<file path="src/rtl/button_debounce_if.sv">
// Push-button conditioner port bundle: raw active-low button in, clean level,
// one-cycle event pulses and a running press count out.
interface button_debounce_if;
    logic       BTN_N;
    logic       BTN_LEVEL;
    logic       PRESS_PULSE;
    logic       RELEASE_PULSE;
    logic       LONG_PULSE;
    logic [7:0] PRESS_COUNT;

    // Driver of the raw button / consumer of the conditioned outputs
    modport master (
        output BTN_N,
        input  BTN_LEVEL, PRESS_PULSE, RELEASE_PULSE, LONG_PULSE, PRESS_COUNT
    );

    // The debouncer itself
    modport slave (
        input  BTN_N,
        output BTN_LEVEL, PRESS_PULSE, RELEASE_PULSE, LONG_PULSE, PRESS_COUNT
    );
endinterface

</file>
<file path="src/rtl/button_debounce.sv">
// Push-button conditioner: synchronises the raw active-low button into the
// CLK50 domain, accepts a press or release only after the synchronised level
// has been stable for DEBOUNCE_CYCLES, and emits a clean level, one-cycle
// press/release/long-press pulses and a wrapping 8-bit press count.
module button_debounce #(
    parameter int unsigned DEBOUNCE_CYCLES = 1_000_000,
    parameter int unsigned LONG_CYCLES     = 50_000_000,
    parameter int unsigned SYNC_STAGES     = 2
) (
    input  logic             CLK50,
    input  logic             RST,
    button_debounce_if.slave btn
);

    localparam logic [31:0] DEB_LAST  = 32'(DEBOUNCE_CYCLES - 1);
    localparam logic [31:0] LONG_LAST = 32'(LONG_CYCLES - 1);

    typedef enum logic [1:0] {
        IDLE,
        PRESS_WAIT,
        PRESSED,
        RELEASE_WAIT
    } state_t;

    logic [SYNC_STAGES-1:0] sync_q;
    logic                   s;

    state_t      state_q, state_d;
    logic [31:0] dcnt_q, dcnt_d;
    logic [31:0] hcnt_q, hcnt_d;
    logic        long_done_q, long_done_d;
    logic        level_q, level_d;
    logic        press_q, press_d;
    logic        release_q, release_d;
    logic        long_q, long_d;
    logic [7:0]  count_q, count_d;

    // Synchroniser: shift the inverted (active-high) button through the chain
    always_ff @(posedge CLK50 or negedge RST) begin
        // NOTE: clocked state uses non-blocking assignments so every flop
        // samples the pre-edge values, regardless of statement order.
        if (!RST) begin
            sync_q <= '0;
        end else begin
            sync_q <= {sync_q[SYNC_STAGES-2:0], ~btn.BTN_N};
        end
    end

    assign s = sync_q[SYNC_STAGES-1];

    // State, counters and registered outputs
    always_ff @(posedge CLK50 or negedge RST) begin
        if (!RST) begin
            state_q     <= IDLE;
            dcnt_q      <= '0;
            hcnt_q      <= '0;
            long_done_q <= 1'b0;
            level_q     <= 1'b0;
            press_q     <= 1'b0;
            release_q   <= 1'b0;
            long_q      <= 1'b0;
            count_q     <= '0;
        end else begin
            state_q     <= state_d;
            dcnt_q      <= dcnt_d;
            hcnt_q      <= hcnt_d;
            long_done_q <= long_done_d;
            level_q     <= level_d;
            press_q     <= press_d;
            release_q   <= release_d;
            long_q      <= long_d;
            count_q     <= count_d;
        end
    end

    // Next-state logic: debounce windows, hold timing and event pulses
    always_comb begin
        // NOTE: every variable gets a default first, so no path through the
        // case below can leave one unassigned and infer a latch.
        state_d     = state_q;
        dcnt_d      = dcnt_q;
        hcnt_d      = hcnt_q;
        long_done_d = long_done_q;
        level_d     = level_q;
        count_d     = count_q;
        press_d     = 1'b0;
        release_d   = 1'b0;
        long_d      = 1'b0;

        case (state_q)
            IDLE: begin
                if (s) begin
                    state_d = PRESS_WAIT;
                    dcnt_d  = '0;
                end
            end
            PRESS_WAIT: begin
                if (!s) begin
                    state_d = IDLE;
                end else if (dcnt_q == DEB_LAST) begin
                    state_d     = PRESSED;
                    press_d     = 1'b1;
                    level_d     = 1'b1;
                    count_d     = count_q + 8'd1;
                    hcnt_d      = '0;
                    long_done_d = 1'b0;
                end else begin
                    dcnt_d = dcnt_q + 32'd1;
                end
            end
            PRESSED: begin
                if (!s) begin
                    // hcnt is frozen while a possible release is being qualified
                    state_d = RELEASE_WAIT;
                    dcnt_d  = '0;
                end else if (!long_done_q) begin
                    if (hcnt_q == LONG_LAST) begin
                        long_d      = 1'b1;
                        long_done_d = 1'b1;
                    end else begin
                        hcnt_d = hcnt_q + 32'd1;
                    end
                end
            end
            RELEASE_WAIT: begin
                if (s) begin
                    // Bounce while held: resume the same press, no new event
                    state_d = PRESSED;
                end else if (dcnt_q == DEB_LAST) begin
                    state_d   = IDLE;
                    release_d = 1'b1;
                    level_d   = 1'b0;
                end else begin
                    dcnt_d = dcnt_q + 32'd1;
                end
            end
            default: begin
                state_d = IDLE;
            end
        endcase
    end

    assign btn.BTN_LEVEL     = level_q;
    assign btn.PRESS_PULSE   = press_q;
    assign btn.RELEASE_PULSE = release_q;
    assign btn.LONG_PULSE    = long_q;
    assign btn.PRESS_COUNT   = count_q;

endmodule

</file>
<file path="src/flat_wrapper.sv">
// flat-port wrapper written by rule: the top's interface ports become plain ports
module button_debounce_flat 
#(
    parameter int unsigned DEBOUNCE_CYCLES = 1_000_000,
    parameter int unsigned LONG_CYCLES     = 50_000_000,
    parameter int unsigned SYNC_STAGES     = 2
)
  (CLK50, RST, btn_BTN_N, btn_BTN_LEVEL, btn_PRESS_PULSE, btn_RELEASE_PULSE, btn_LONG_PULSE, btn_PRESS_COUNT);
  button_debounce_if btn_i ();
  input  logic CLK50;
  input  logic RST;
  input wire logic [$bits(btn_i.BTN_N)-1:0] btn_BTN_N;
  output wire logic [$bits(btn_i.BTN_LEVEL)-1:0] btn_BTN_LEVEL;
  output wire logic [$bits(btn_i.PRESS_PULSE)-1:0] btn_PRESS_PULSE;
  output wire logic [$bits(btn_i.RELEASE_PULSE)-1:0] btn_RELEASE_PULSE;
  output wire logic [$bits(btn_i.LONG_PULSE)-1:0] btn_LONG_PULSE;
  output wire logic [$bits(btn_i.PRESS_COUNT)-1:0] btn_PRESS_COUNT;
  assign btn_i.BTN_N = btn_BTN_N;
  assign btn_BTN_LEVEL = btn_i.BTN_LEVEL;
  assign btn_PRESS_PULSE = btn_i.PRESS_PULSE;
  assign btn_RELEASE_PULSE = btn_i.RELEASE_PULSE;
  assign btn_LONG_PULSE = btn_i.LONG_PULSE;
  assign btn_PRESS_COUNT = btn_i.PRESS_COUNT;
  button_debounce #(.DEBOUNCE_CYCLES(DEBOUNCE_CYCLES), .LONG_CYCLES(LONG_CYCLES), .SYNC_STAGES(SYNC_STAGES)) u_core (.CLK50(CLK50), .RST(RST), .btn(btn_i));
endmodule
</file>
<file path="config.mk">
export PLATFORM = sky130hd
export DESIGN_NAME = button_debounce_flat
export DESIGN_NICKNAME = d
export VERILOG_FILES = /design/src/rtl/button_debounce_if.sv /design/src/rtl/button_debounce.sv /design/src/flat_wrapper.sv
export SDC_FILE = /design/constraint.sdc
export NUM_CORES = 1
export LEC_CHECK = 0
export ABC_CLOCK_PERIOD_IN_PS = 5600
export BUFFER_PORTS_ARGS = -buffer_cell sky130_fd_sc_hd__buf_2
export CORE_ASPECT_RATIO = 0.9
export CORE_MARGIN = 2
export CORE_UTILIZATION = 67
export DETAILED_ROUTE_END_ITERATION = 10
export GPL_TIMING_DRIVEN = 0
export PLACE_DENSITY = 0.85
export SETUP_SLACK_MARGIN = 0.05
export SKIP_CTS_REPAIR_TIMING = 1
export SLEW_MARGIN = 20
export SYNTH_ARGS = -nofsm -noshare
export SYNTH_HDL_FRONTEND = slang
export SYNTH_SLANG_ARGS = --single-unit
</file>
<file path="constraint.sdc">
create_clock -name CLK50 -period 5.6 [get_ports CLK50]
set_input_delay 0.56 -clock CLK50 [delete_from_list [all_inputs] [get_ports CLK50]]
set_output_delay 0.56 -clock CLK50 [all_outputs]
set_load 0.005 [all_outputs]
</file>
; ---- Word level (Yosys, flattened, before mapping)
; Cells that the tools add are included.
[totals]
romBits = 0
elab_cells = 76
inputBits = 3
ff_bits = 81
memories = 0
output_inout_bits = 12
ramBits = 0
latch_bits = 0
[op_classes]
n_shift = 0
div = 0
reduce_logical = 9
eq_ne = 16
n_addsub = 3
n_mul = 0
muxes = 37
order_cmp = 0
bitwise = 1
[ops]
columns = cell, n
row1 = $mux 32, 10
row2 = $pmux 32 s4, 1
row3 = $add 32x1->32 const B, 2
row4 = $pmux 32 s2, 1
row5 = $eq 32x20->1 const B, 1
row6 = $eq 32x26->1 const B, 1
row7 = $mux 1, 16
row8 = $mux 2, 6
row9 = $reduce_and 4->1, 3
row10 = $ne 2x1->1 const B, 5
row11 = $add 8x1->8 const B, 1
row12 = $ne 2x2->1 const B, 4
row13 = $pmux 2 s4, 1
row14 = $reduce_and 6->1, 1
row15 = $reduce_and 5->1, 1
row16 = $eq 2x2->1 const B, 2
row17 = $pmux 1 s2, 2
row18 = $reduce_bool 2->1, 2
row19 = $ne 3x1->1 const B, 1
row20 = $ne 3x3->1 const B, 1
row21 = $reduce_and 3->1, 1
row22 = $eq 2x1->1 const B, 1
row23 = $logic_not 2->1, 1
row24 = $not 1->1, 1

; ---- Logic depth before layout (Yosys ltp)
[logic_depth]
depth_word = 5
depth_mapped = 11
ltp_nobuf = 7

; ---- Worst setup path after synthesis
; Ideal clock, no wire load.
[synth_timing]
kind = register to register
from = register u_core.dcnt_q[0]
to = register u_core.dcnt_q[21]
path_slack_ps = 3398
stages_incl_launch_ff = 11
path_buffers = 3
required_ps = 5474
setup_ps = 126
period_less_slack_ps = 2202
t_arrival_ps = 2076
cell_sequence = dfrtp_1 > ha_1 > nand3_2 > or3_1 > buf_6 > nor3_4 > or2_1 > buf_6 > buf_8 > nor4_1 > a311o_1
[synth_via]
elab_chain_len = 4
word_cells_on_any_way = 6
classes_between = add/sub (1) / eq/ne (1) / mux (4)
[synth_lines]
columns = item, line
row1 = "start, declared", button_debounce.sv:29  ; logic [31:0] dcnt_q, dcnt_d;
row2 = "start signal, assigned", button_debounce.sv:65  ; dcnt_q <= dcnt_d;
row3 = $add 32x1->32 or $eq 32x20->1 (tied branches), n/a
row4 = $mux 32 (*), "button_debounce.sv:100, button_debounce.sv:129"
row5 = $mux 32 (on tied branches), "button_debounce.sv:126, button_debounce.sv:98"
row6 = $pmux 32 s4 (*), button_debounce.sv:90  ; case (state_q)
; Mark *: on every way between the ends. The rest lies on a longest branch, timed or not. The select of a mux whose other input is x is not followed.
; A chain may end at the register's enable or synchronous reset.

; ---- Worst setup path after layout
[layout_timing]
from = register u_core.dcnt_q[15]
to = register u_core.dcnt_q[16]
; Same word-level chain as after synthesis.

==> results.py <==
metrics = {
    "routing": {
        "drc": 0,
        "routed-via-count": 4140,
        "antenna_left": 0,
        "wirelength_um": 11200,
        "wire_per_inst_um": 17.9,
        "first_iter_violations": 542,
        "post_drt_via_cell_ratio": 6.65,
        "dr.pass1.iters": 6,
    },
    "clock_tree": {
        "clockBufferDepth": 2,
        "cts.sinks": 81,
        "cts_tree": "done",
        "cts_htree_levels": 3,
        "insertion_delay_ns": 0.37,
        "clk_pin_slew_ns": 0.09,
        "numCtsBuffers": 9,
        "clockRootBuffer": "clkbuf_8",
    },
    "synthesis": {
        "synth_cells": 502,
        "syn_area_sq_mm": 0.00451,
        "synthesis.nets": 508,
        "ys_seq_area_share_pct": 45.0,
        "synthArstFlopShare_pct": 100,
        "syn_area_per_cell_sq_um": 8.98,
        "synth_warnings": 0,
        "synthFlopType": "dfrtp_1",
        "synth-edff-count": 0,
        "yosysUniqueCellTypes": 55,
        "ys_seq_elements": 81,
    },
    "grt": {
        "grt.total_usage_pct": 31.7,
        "grt_pass1_vias": 3826,
        "grt_pass1_wl_um": 18500,
        "grt-ovfl-total": 0,
        "grt_max_degree": 54,
        "grt_antenna_before_repair": 0,
    },
    "timing": {
        "clock_skew_ns": 0.0162,
        "worst_hold_slack_ns": 0.106,
        "setup_tns_ns": 0,
        "worst_slew_pin_slew_ns": 0.870,
        "max_freq_ghz": 0.370,
        "finalSetupViolations": 0,
        "fin_crit_sh_pct": 48.3,
        "max_slew_margin_pct": 41.6,
        "slew_viol_final": 0,
        "finalCriticalPeriod_ns": 2.70,
        "hold_viol_final": 0,
        "grt_setup_unrepaired": "no",
    },
    "placement": {
        "dp_hpwl_um": 7670,
        "io_buffers": 14,
        "place.gp.congestion": 0.902,
        "place_area_sq_mm": 0.00472,
    },
    "power_and_ir_drop": {
        "cellPowerDensity_mw_per_mm2": 222,
        "p_leak_uw": 0.00212,
        "peakVddDrop_uv": 224,
    },
    "layout": {
        "n_antenna_cell": 0,
        "design_area_sq_mm": 0.00492,
        "drive_gt1_share_pct": 10.9,
        "nNetsFinal": 534,
        "areaGrowthSynthToFinish_pct": 9.27,
    },
    "worst_setup_path": {
        "cp_max_fo": 10,
        "cp-start-kind": "flip-flop",
        "ff2ff_path_depth": 8,
        "crit_arrival_ns": 2.94,
        "reg2reg_slack_ns": 2.90,
        "r2r_end": "u_core.dcnt_q[16]",
        "endpoint_kind": "flip-flop",
        "crit_type": "flip-flop to flip-flop",
        "cp.required_ns": 5.84,
        "r2r_start": "u_core.dcnt_q[15]",
    },
    "worst_hold_path": {
        "holdCritPathClass": "input port to asynchronous set/reset pin",
    },
    "run": {
        "maxCapViolations": 0,
    },
    "die": {
        "io-pin-count": 15,
        "dieArea_sq_mm": 0.00740,
        "coreArea_sq_mm": 0.00655,
        "die_y_um": 81.8,
        "die_w_um": 90.5,
        "initial_core_util_pct": 68.8,
        "core.rowCount": 28,
    },
    "status": {
        "outcome": "completed",
    },
}
-- worst max-delay path: stages, from the launching register on --
cell and delay, ns:
dfrtp_1 0.44, nor4b_1 0.53, nand4_2 0.37, nor3_4 0.38
or2_1 0.18, buf_6 0.15, buf_8 0.14, buf_2 0.25
o221ai_1 0.15
-- routing by layer --
layer	up-vias	routed length (um)	GRT usage, %
met5	-	0	0
met4	0	113	10.9
met3	22	1150	8.26
met2	232	5170	48.7
met1	1955	4720	44.2
li1	1931	-	-
-- layout make-up --
class / instances / area (sq um)
sequential: 81 / 2030
clock buffer: 11 / 141
multi-input combinational: 389 / 2320
tap: 90 / 113
inverter: 8 / 30.0
buffer: 24 / 131
clock inverter: 5 / 63.8
fill: 495 / 1630
timing repair buffer: 15 / 100
-- how the worst max path moves through the flow --
stage / slack [ns] / endpoint / depth (start not counted) / from
floorplan: 3.40 / u_core.dcnt_q[21] / 10 / u_core.dcnt_q[0]
global placement: 3.06 / u_core.dcnt_q[12] / 8 / u_core.dcnt_q[15]
detailed placement: 2.96 / u_core.dcnt_q[16] / 8 / u_core.dcnt_q[15]
CTS: 2.94 / u_core.dcnt_q[16] / 8 / u_core.dcnt_q[15]
global route: 2.77 / u_core.hcnt_q[8] / 8 / u_core.hcnt_q[0]
finish: 2.90 / u_core.dcnt_q[16] / 8 / u_core.dcnt_q[15]
-- synthesized netlist by cell type, drive strengths merged, types with 2 or more instances --
| cell | n | area [sq um] |
|---|---|---|
| mux2 | 2 | 22.5 |
| nand3 | 33 | 170 |
| or3 | 5 | 31.3 |
| nand2 | 70 | 263 |
| mux2i | 3 | 30.0 |
| nand3b | 6 | 45.0 |
| nor4 | 10 | 98.8 |
| nor4b | 5 | 56.3 |
| or4 | 8 | 60.1 |
| a21oi | 15 | 78.8 |
| nor3 | 12 | 82.6 |
| xnor2 | 5 | 43.8 |
| o41ai | 5 | 43.8 |
| nor3b | 2 | 15.0 |
| or2 | 3 | 18.8 |
| a41oi | 3 | 26.3 |
| ha | 3 | 37.5 |
| o221ai | 8 | 70.1 |
| o31ai | 8 | 60.1 |
| clkbuf | 11 | 41.3 |
| and4 | 7 | 61.3 |
| o21ai | 66 | 330 |
| nand4 | 21 | 138 |
| inv | 8 | 30.0 |
| a22o | 5 | 43.8 |
| a31oi | 13 | 81.3 |
| dfrtp | 81 | 2030 |
| xor2 | 3 | 26.3 |
| and3 | 18 | 113 |
| and2 | 4 | 25.0 |
| nor2 | 30 | 113 |
| nor2b | 3 | 18.8 |
| nand2b | 4 | 25.0 |
| buf | 13 | 90.1 |
-- through the flow --
| step | cells | utilization [%] | worst slack, ns | total power (uW) |
|---|---|---|---|---|
| finish | 623 | 75.2 | 2.90 | 1100 |
| global route | 623 | 75.2 | 2.77 | 1130 |
| CTS | 623 | 75.2 | 2.94 | 1100 |
| detailed placement | 607 | 72.0 | 2.96 | 659 |
| global placement | 606 | 71.6 | 3.06 | 654 |
| floorplan | 502 | - | 3.40 | 632 |
-- power breakdown --
part	switching, uW	total (uW)	internal (uW)	leakage, uW
clock network	226	447	221	0.000100
registers	10.0	601	591	0.00112
logic	33.8	46.4	12.6	0.000901
-- kinds of logic after synthesis --
| kind of cell | after synthesis | synth area share, % |
|---|---|---|
| compound gates | 128 | 17.3 |
| xor+xnor | 8 | 1.55 |
| fa+ha+maj | 3 | 0.833 |
| buf+inv | 32 | 3.58 |
| flops | 81 | 45.0 |
| mux | 5 | 1.17 |
| simple gates | 245 | 30.6 |
-- cell usage in the layout (no fill, tap or decap), types with 3 or more instances in the layout --
| cell type | n |
|---|---|
| and4_1 | 7 |
| clkbuf_8 | 10 |
| nand3_1 | 32 |
| xnor2_1 | 5 |
| o21ai_1 | 4 |
| o21ai_0 | 62 |
| ha_1 | 3 |
| nor4b_1 | 3 |
| nand4_1 | 20 |
| or3_1 | 5 |
| a31oi_1 | 13 |
| and2_1 | 4 |
| or4_1 | 8 |
| nor2b_1 | 3 |
| buf_2 | 22 |
| a22o_1 | 5 |
| mux2i_1 | 3 |
| clkbuf_1 | 12 |
| a41oi_1 | 3 |
| nor3_1 | 10 |
| inv_1 | 8 |
| nand3b_1 | 6 |
| nor2_1 | 30 |
| o31ai_1 | 8 |
| nand2b_1 | 4 |
| and3_1 | 18 |
| a21oi_1 | 14 |
| nand2_1 | 70 |
| o221ai_1 | 8 |
| xor2_1 | 3 |
| dfrtp_1 | 81 |
| nor4_1 | 7 |
| o41ai_1 | 5 |
-- registers in the layout, indices dropped and copies added, names as in the netlist, named ones only --
register                  cells
u_core.dcnt_q                32
u_core.hcnt_q                32
u_core.btn.PRESS_COUNT        8
u_core.sync_q                 2
u_core.btn.BTN_LEVEL          1
u_core.btn.LONG_PULSE         1
u_core.btn.PRESS_PULSE        1
u_core.btn.RELEASE_PULSE      1
u_core.long_done_q            1
u_core.state_q                1
Power figures use the tool's default switching activity.
